--- src/rtl/id_of_stage_reg_if.sv ---
// ID->OF pipeline register interface.
// Groups the decoder-side handshake (id_*), the hazard and flush controls,
// and the operand-fetch-side handshake (of_*) into one bundle.
// The slave modport is the stage register's view. The master modport is the
// view of the surrounding pipeline (decoder, control logic and OF).
interface id_of_stage_reg_if #(
    parameter int INSTR_W   = 64,
    parameter int REGMASK_W = 16
);
    logic                 id_valid;
    logic                 id_ready;
    logic [INSTR_W-1:0]   id_instr;
    logic [REGMASK_W-1:0] id_req;
    logic [REGMASK_W-1:0] id_prov;
    logic                 nop_id;
    logic                 flush;
    logic                 of_valid;
    logic                 of_ready;
    logic [INSTR_W-1:0]   of_instr;
    logic [REGMASK_W-1:0] of_req;
    logic [REGMASK_W-1:0] of_prov;

    modport slave (
        input  id_valid, id_instr, id_req, id_prov, nop_id, flush, of_ready,
        output id_ready, of_valid, of_instr, of_req, of_prov
    );

    modport master (
        output id_valid, id_instr, id_req, id_prov, nop_id, flush, of_ready,
        input  id_ready, of_valid, of_instr, of_req, of_prov
    );
endinterface

--- src/rtl/id_of_stage_reg.sv ---
// ID->OF pipeline register with a valid/ready handshake and a 1-entry skid buffer.
//
// The block holds an output entry and one skid entry. A hazarded instruction
// (nop_id=1) is not accepted, so the decoder keeps it. When OF drains the
// output entry, OF sees a bubble with zeroed masks.
//
// id_ready depends only on reset, flush, nop_id and the registered state.
// There is no combinational path from of_ready to id_ready.
//
// Optional feature: define STALL_STATS_EN to add the stall_cnt port. This is a
// saturating count of the cycles in which a valid instruction is held by a
// hazard.
module id_of_stage_reg #(
    parameter int INSTR_W     = 64,
    parameter int REGMASK_W   = 16
`ifdef STALL_STATS_EN
    ,
    parameter int STALL_CNT_W = 32
`endif
) (
    input  logic                   clk,
    input  logic                   reset,
    id_of_stage_reg_if.slave       bus
`ifdef STALL_STATS_EN
    ,
    output logic [STALL_CNT_W-1:0] stall_cnt
`endif
);

    // Occupancy states
    localparam logic [1:0] ST_EMPTY = 2'd0;
    localparam logic [1:0] ST_FULL  = 2'd1;
    localparam logic [1:0] ST_SKID  = 2'd2;

    logic [1:0]           r_state;
    logic [INSTR_W-1:0]   r_out_instr;
    logic [REGMASK_W-1:0] r_out_req;
    logic [REGMASK_W-1:0] r_out_prov;
    logic [INSTR_W-1:0]   r_skid_instr;
    logic [REGMASK_W-1:0] r_skid_req;
    logic [REGMASK_W-1:0] r_skid_prov;

    logic       w_id_ready;
    logic       w_of_valid;
    logic       w_acc;
    logic       w_deq;
    logic [1:0] w_state_nxt;
    logic       w_out_ld_id;
    logic       w_out_ld_skid;
    logic       w_out_clr;
    logic       w_skid_ld;
    logic       w_skid_clr;

    assign w_of_valid = (r_state != ST_EMPTY);
    assign w_acc      = bus.id_valid & w_id_ready;
    assign w_deq      = w_of_valid & bus.of_ready;

    // Upstream ready: blocked by reset, flush, hazard or a full skid buffer
    always_comb begin
        if (reset && !bus.flush && !bus.nop_id && (r_state != ST_SKID)) begin
            w_id_ready = 1'b1;
        end else begin
            w_id_ready = 1'b0;
        end
    end

    // Next-state and datapath load selection; flush overrides everything
    always_comb begin
        w_state_nxt   = r_state;
        w_out_ld_id   = 1'b0;
        w_out_ld_skid = 1'b0;
        w_out_clr     = 1'b0;
        w_skid_ld     = 1'b0;
        w_skid_clr    = 1'b0;
        if (bus.flush) begin
            w_state_nxt = ST_EMPTY;
            w_out_clr   = 1'b1;
            w_skid_clr  = 1'b1;
        end else begin
            case (r_state)
                ST_EMPTY: begin
                    if (w_acc) begin
                        w_state_nxt = ST_FULL;
                        w_out_ld_id = 1'b1;
                    end else begin
                        w_state_nxt = ST_EMPTY;
                    end
                end
                ST_FULL: begin
                    if (w_acc && w_deq) begin
                        w_state_nxt = ST_FULL;
                        w_out_ld_id = 1'b1;
                    end else if (w_acc) begin
                        w_state_nxt = ST_SKID;
                        w_skid_ld   = 1'b1;
                    end else if (w_deq) begin
                        w_state_nxt = ST_EMPTY;
                        w_out_clr   = 1'b1;
                    end else begin
                        w_state_nxt = ST_FULL;
                    end
                end
                ST_SKID: begin
                    if (w_deq) begin
                        w_state_nxt   = ST_FULL;
                        w_out_ld_skid = 1'b1;
                        w_skid_clr    = 1'b1;
                    end else begin
                        w_state_nxt = ST_SKID;
                    end
                end
                default: begin
                    // Unreachable encoding: recover to a clean empty pipe
                    w_state_nxt = ST_EMPTY;
                    w_out_clr   = 1'b1;
                    w_skid_clr  = 1'b1;
                end
            endcase
        end
    end

    // Occupancy state register
    always_ff @(posedge clk or negedge reset) begin
        if (!reset) begin
            r_state <= ST_EMPTY;
        end else begin
            r_state <= w_state_nxt;
        end
    end

    // Output entry: loaded from ID or skid, cleared whenever it becomes invalid
    always_ff @(posedge clk or negedge reset) begin
        if (!reset) begin
            r_out_instr <= {INSTR_W{1'b0}};
            r_out_req   <= {REGMASK_W{1'b0}};
            r_out_prov  <= {REGMASK_W{1'b0}};
        end else if (w_out_clr) begin
            r_out_instr <= {INSTR_W{1'b0}};
            r_out_req   <= {REGMASK_W{1'b0}};
            r_out_prov  <= {REGMASK_W{1'b0}};
        end else if (w_out_ld_skid) begin
            r_out_instr <= r_skid_instr;
            r_out_req   <= r_skid_req;
            r_out_prov  <= r_skid_prov;
        end else if (w_out_ld_id) begin
            r_out_instr <= bus.id_instr;
            r_out_req   <= bus.id_req;
            r_out_prov  <= bus.id_prov;
        end
    end

    // Skid entry: captures an accepted instruction while OF is stalled
    always_ff @(posedge clk or negedge reset) begin
        if (!reset) begin
            r_skid_instr <= {INSTR_W{1'b0}};
            r_skid_req   <= {REGMASK_W{1'b0}};
            r_skid_prov  <= {REGMASK_W{1'b0}};
        end else if (w_skid_clr) begin
            r_skid_instr <= {INSTR_W{1'b0}};
            r_skid_req   <= {REGMASK_W{1'b0}};
            r_skid_prov  <= {REGMASK_W{1'b0}};
        end else if (w_skid_ld) begin
            r_skid_instr <= bus.id_instr;
            r_skid_req   <= bus.id_req;
            r_skid_prov  <= bus.id_prov;
        end
    end

    assign bus.id_ready = w_id_ready;
    assign bus.of_valid = w_of_valid;
    assign bus.of_instr = r_out_instr;
    // Masks are also gated by validity, so a bubble can never carry stale masks
    assign bus.of_req   = r_out_req  & {REGMASK_W{w_of_valid}};
    assign bus.of_prov  = r_out_prov & {REGMASK_W{w_of_valid}};

`ifdef STALL_STATS_EN
    logic [STALL_CNT_W-1:0] r_stall_cnt;
    logic                   w_stall_evt;

    assign w_stall_evt = bus.id_valid & bus.nop_id & ~bus.flush;

    // Saturating hazard-stall cycle counter
    always_ff @(posedge clk or negedge reset) begin
        if (!reset) begin
            r_stall_cnt <= {STALL_CNT_W{1'b0}};
        end else if (w_stall_evt && !(&r_stall_cnt)) begin
            r_stall_cnt <= r_stall_cnt + {{(STALL_CNT_W-1){1'b0}}, 1'b1};
        end
    end

    assign stall_cnt = r_stall_cnt;
`endif

endmodule
--- src/flat_wrapper.sv ---
// flat-port wrapper written by rule: the top's interface ports become plain ports
module id_of_stage_reg_flat 
#(
    parameter int INSTR_W     = 64,
    parameter int REGMASK_W   = 16

)
  (clk, reset, bus_id_valid, bus_id_instr, bus_id_req, bus_id_prov, bus_nop_id, bus_flush, bus_of_ready, bus_id_ready, bus_of_valid, bus_of_instr, bus_of_req, bus_of_prov);
  id_of_stage_reg_if #(.INSTR_W(INSTR_W), .REGMASK_W(REGMASK_W)) bus_i ();
  input  logic clk;
  input  logic reset;
  input wire logic [$bits(bus_i.id_valid)-1:0] bus_id_valid;
  input wire logic [$bits(bus_i.id_instr)-1:0] bus_id_instr;
  input wire logic [$bits(bus_i.id_req)-1:0] bus_id_req;
  input wire logic [$bits(bus_i.id_prov)-1:0] bus_id_prov;
  input wire logic [$bits(bus_i.nop_id)-1:0] bus_nop_id;
  input wire logic [$bits(bus_i.flush)-1:0] bus_flush;
  input wire logic [$bits(bus_i.of_ready)-1:0] bus_of_ready;
  output wire logic [$bits(bus_i.id_ready)-1:0] bus_id_ready;
  output wire logic [$bits(bus_i.of_valid)-1:0] bus_of_valid;
  output wire logic [$bits(bus_i.of_instr)-1:0] bus_of_instr;
  output wire logic [$bits(bus_i.of_req)-1:0] bus_of_req;
  output wire logic [$bits(bus_i.of_prov)-1:0] bus_of_prov;
  assign bus_i.id_valid = bus_id_valid;
  assign bus_i.id_instr = bus_id_instr;
  assign bus_i.id_req = bus_id_req;
  assign bus_i.id_prov = bus_id_prov;
  assign bus_i.nop_id = bus_nop_id;
  assign bus_i.flush = bus_flush;
  assign bus_i.of_ready = bus_of_ready;
  assign bus_id_ready = bus_i.id_ready;
  assign bus_of_valid = bus_i.of_valid;
  assign bus_of_instr = bus_i.of_instr;
  assign bus_of_req = bus_i.of_req;
  assign bus_of_prov = bus_i.of_prov;
  id_of_stage_reg #(.INSTR_W(INSTR_W), .REGMASK_W(REGMASK_W)) u_core (.clk(clk), .reset(reset), .bus(bus_i));
endmodule
--- config.mk ---
export PLATFORM = sky130hd
export DESIGN_NAME = id_of_stage_reg_flat
export DESIGN_NICKNAME = d
export VERILOG_FILES = /design/src/rtl/id_of_stage_reg_if.sv /design/src/rtl/id_of_stage_reg.sv /design/src/flat_wrapper.sv
export SDC_FILE = /design/constraint.sdc
export NUM_CORES = 1
export LEC_CHECK = 0
export BUFFER_PORTS_ARGS = -buffer_cell sky130_fd_sc_hd__buf_2
export CORE_UTILIZATION = 45
export CTS_BUF_LIST = sky130_fd_sc_hd__clkbuf_8
export DETAILED_ROUTE_END_ITERATION = 16
export HOLD_SLACK_MARGIN = 0.03
export PLACE_DENSITY_LB_ADDON = 0.1
export SLEW_MARGIN = 20
export SYNTH_ARGS = -nofsm -noshare
export SYNTH_HDL_FRONTEND = slang
export SYNTH_SLANG_ARGS = --single-unit
--- constraint.sdc ---
create_clock -name clk -period 2.4 [get_ports clk]
set_input_delay 0.12 -clock clk [delete_from_list [all_inputs] [get_ports clk]]
set_output_delay 0.12 -clock clk [all_outputs]
set_load 0.01 [all_outputs]
==> results.md <==
* H-tree depth at 4
* Register clock-pin slew on the reported worst setup and hold paths at approximately 0.090 ns
* Post-DRT Antenna Nets at 0
* Max-Cap Viols at 0
* Worst hold path class: in -> reg
* Status: completed
* Seq/Total Area, Yosys at about half
* Die Ht at 146 um
* Antenna violations before repair at 0
* Final Instance Area at roughly 0.012 mm^2
* Yosys top cell area share at ~52%
* Setup tns final at 0 ns
* Core area at between 0.02 and 0.025 mm^2
* Starting density of the core at 46.1%
* Largest net degree at the start of global routing at roughly 130
* Remaining DRCs at 0
* YS warnings at 0
* Final cell utilization of the core at 59.9%
* Final period utilization at between 90% and 100%
* Dpl hpwl at 14.0 mm
* Synthesized flop and latch total at 194
* GPL Wtd Cong at 0.725
* Fmax at between 0.4 and 0.5 GHz
* Clock Tree Root: clkbuf_8
* WS Path Type: reg -> reg
* Worst skew pair latency at between 0.4 and 0.5 ns
* Syn_nets at 1016
* Cells after synthesis at 911
* Crit path arrival time at approximately 2.6 ns
* Clock tree from TritonCTS: done
* DRT Pass-1 Iters at 4
* 1st-iter DRT viols at 364
* Total grt overflow at 0
* First-pass GRT wire length at between 30 and 40 mm
* Crit. End Element: flip-flop
* Die width at ~150 um
* Final hold vios at 0
* Most numerous cell in the Yosys netlist: nand2_1
* Worst slew pin tran at approximately 0.90 ns
* Total CTS buffers at 17
* Setup Skew at roughly 0.019 ns
* Clock Path Buffers at 2
* Main flop type after synthesis: dfrtp_1
* R2R Path End: u_core.bus.of_instr[5]$_DFFE_PN0P_
* Post-synthesis cell area at roughly 0.0094 mm^2
* # clock sinks at 194
* WHS Path Cells at 4
* RSZ-0062 raised after global routing: no
* PnR worst setup slack at 0.156 ns
* Number of synthesized flops with an enable pin at 0
* Min-delay src: bus_id_valid
* # nets final at approximately 1300
* Leakage power at around 5.4 nW
* Power Density at about 550 mW/mm^2
* Synth async-reset ratio at between 90% and 100%
* Slew Limit Fails at 0
* CP Launch Type: flip-flop
* Most instantiated cells after synthesis: nand2_1 (292), dfrtp_1 (194), a21oi_1 (97)
* Cell taking the most area after synthesis: dfrtp_1
* Worst slew margin at between 30% and 40%
* Synth cell types at 27
* Tmin final at 2.24 ns
* ANT cells at 0
* Layout cells sized above 1 at 29.8%
* Reg2Reg Launch Point: u_core.r_state[1]$_DFF_PN0_
* Worst hold slack at roughly 0.17 ns
* Placement Rows at 52
* Area delta synth->final at 29.7%
* Routed wire length at 23.5 mm
* Register-to-Register Setup Slack at 0.16 ns
* Vias in the first global route at roughly 7500
* Synth area leaders: dfrtp_1 (52%), o31ai_2 (12%), nand2_1 (12%), mux2i_1 (10%), a21oi_1 (5.2%)
* WP data required at roughly 2.8 ns
* All-layer global routing usage at roughly 23%
* Die Area at between 0.02 and 0.025 mm^2
* Dpl ws at 0.114 ns
* Detail-routed net length per standard cell at 16.1 um
* Worst Reg-to-Reg Cells at 11
* Port Buf Inserts at around 200
* Placed inst area at 0.0107 mm^2
* Vias at 7354
* Worst IR drop on VDD at 0.346 mV
* I/O pin count at 200
* Crit Path Max Fanout at 28
* Worst Hold End: u_core.r_state[0]$_DFF_PN0_
* Vias/cell at 5.04
* # setup viols final at 0
* Avg Cell Area, Syn at 10.3 um^2
-- worst max-delay path, cell delays in order (launching register included) --
cell and delay (ns):
dfrtp_1 0.38, nor2b_1 0.15, nor3_2 0.17, and2_1 0.19
inv_1 0.05, ha_1 0.20, o21ai_0 0.21, o2111a_4 0.31
buf_12 0.15, buf_12 0.19, nand2_1 0.09, o31ai_2 0.06
-- what timing repair did --
action,in CTS,in global routing
hold endpoints to repair,318,0
endpoints found under the setup margin,0,62
hold buffers,99,0
setup buffers,0,1
gates resized for setup,0,1
-- metrics by stage --
step / std cells / power (mW)
global placement: 1329 / 4.43
CTS: 1459 / 6.74
finish: 1460 / 6.66
detailed placement: 1329 / 4.44
floorplan: 911 / 4.02
global route: 1460 / 6.99
-- worst max path at each step --
stage                                      from                                  end  cells past startpoint  slack [ns]
finish              u_core.r_state[1]$_DFF_PN0_   u_core.bus.of_instr[5]$_DFFE_PN0P_                     11        0.16
global placement    u_core.r_state[1]$_DFF_PN0_      u_core.r_out_req[4]$_DFFE_PN0P_                     10        0.16
CTS                 u_core.r_state[1]$_DFF_PN0_     u_core.r_out_prov[2]$_DFFE_PN0P_                     10        0.08
detailed placement  u_core.r_state[1]$_DFF_PN0_     u_core.r_out_req[12]$_DFFE_PN0P_                     10        0.11
global route        u_core.r_state[1]$_DFF_PN0_   u_core.bus.of_instr[5]$_DFFE_PN0P_                     11        0.01
floorplan           u_core.r_state[1]$_DFF_PN0_  u_core.bus.of_instr[10]$_DFFE_PN0P_                     12        0.02
-- cells in the final DEF, fill, tap and decap left out, types with 5 or more instances in the layout --
cell,Yosys,layout
buf_12,0,18
buf_2,16,198
clkbuf_8,0,20
inv_1,4,5
and2_1,33,33
buf_4,5,10
nand2_1,292,290
mux2i_1,96,96
dfrtp_1,194,194
a21oi_1,97,97
o31ai_1,6,6
dlygate4sd3_1,0,99
o31ai_2,90,90
-- registers in the layout (all words and copies together), names as in the netlist --
name,count
u_core.r_state,2
u_core.r_skid_instr,64
u_core.bus.of_instr,64
u_core.r_skid_req,16
u_core.r_out_prov,16
u_core.r_out_req,16
u_core.r_skid_prov,16
-- cell type report --
type / count / area [um^2]
fill: 1803 / 8150
sequential: 194 / 4850
multi-input combinational: 635 / 4120
timing repair buffer: 326 / 2430
tap: 270 / 338
clock buffer: 19 / 262
clock inverter: 12 / 131
inverter: 4 / 15.0
-- kinds of logic (layout without fill, tap and decap cells) --
| group | count (synthesis) | after routing | synth area share (%) |
|---|---|---|---|
| mux | 96 | 96 | 10.3 |
| fa+ha+maj | 3 | 3 | 0.401 |
| simple gates | 336 | 336 | 14.6 |
| compound gates | 200 | 200 | 18.2 |
| buf+inv | 82 | 361 | 4.68 |
| flops | 194 | 194 | 51.8 |
-- power breakdown --
| group | internal [mW] | total (mW) | switching [mW] | leakage [nW] |
|---|---|---|---|---|
| registers | 3.41 | 3.49 | 0.0807 | 2.62 |
| logic | 0.456 | 1.00 | 0.548 | 2.55 |
| clock network | 0.980 | 2.16 | 1.18 | 0.196 |
| total | 4.85 | 6.66 | 1.81 | 5.37 |
-- metal layers --
layer / vias to the layer above / global-route usage, % / share of wire (%)
li1: 3621 / - / -
met4: 0 / 5.16 / 1.1
met3: 19 / 4.78 / 4.7
met5: - / 0 / 0
met2: 178 / 36.4 / 47
met1: 3536 / 31.5 / 47
No activity file was read; power rests on OpenSTA's default activity.
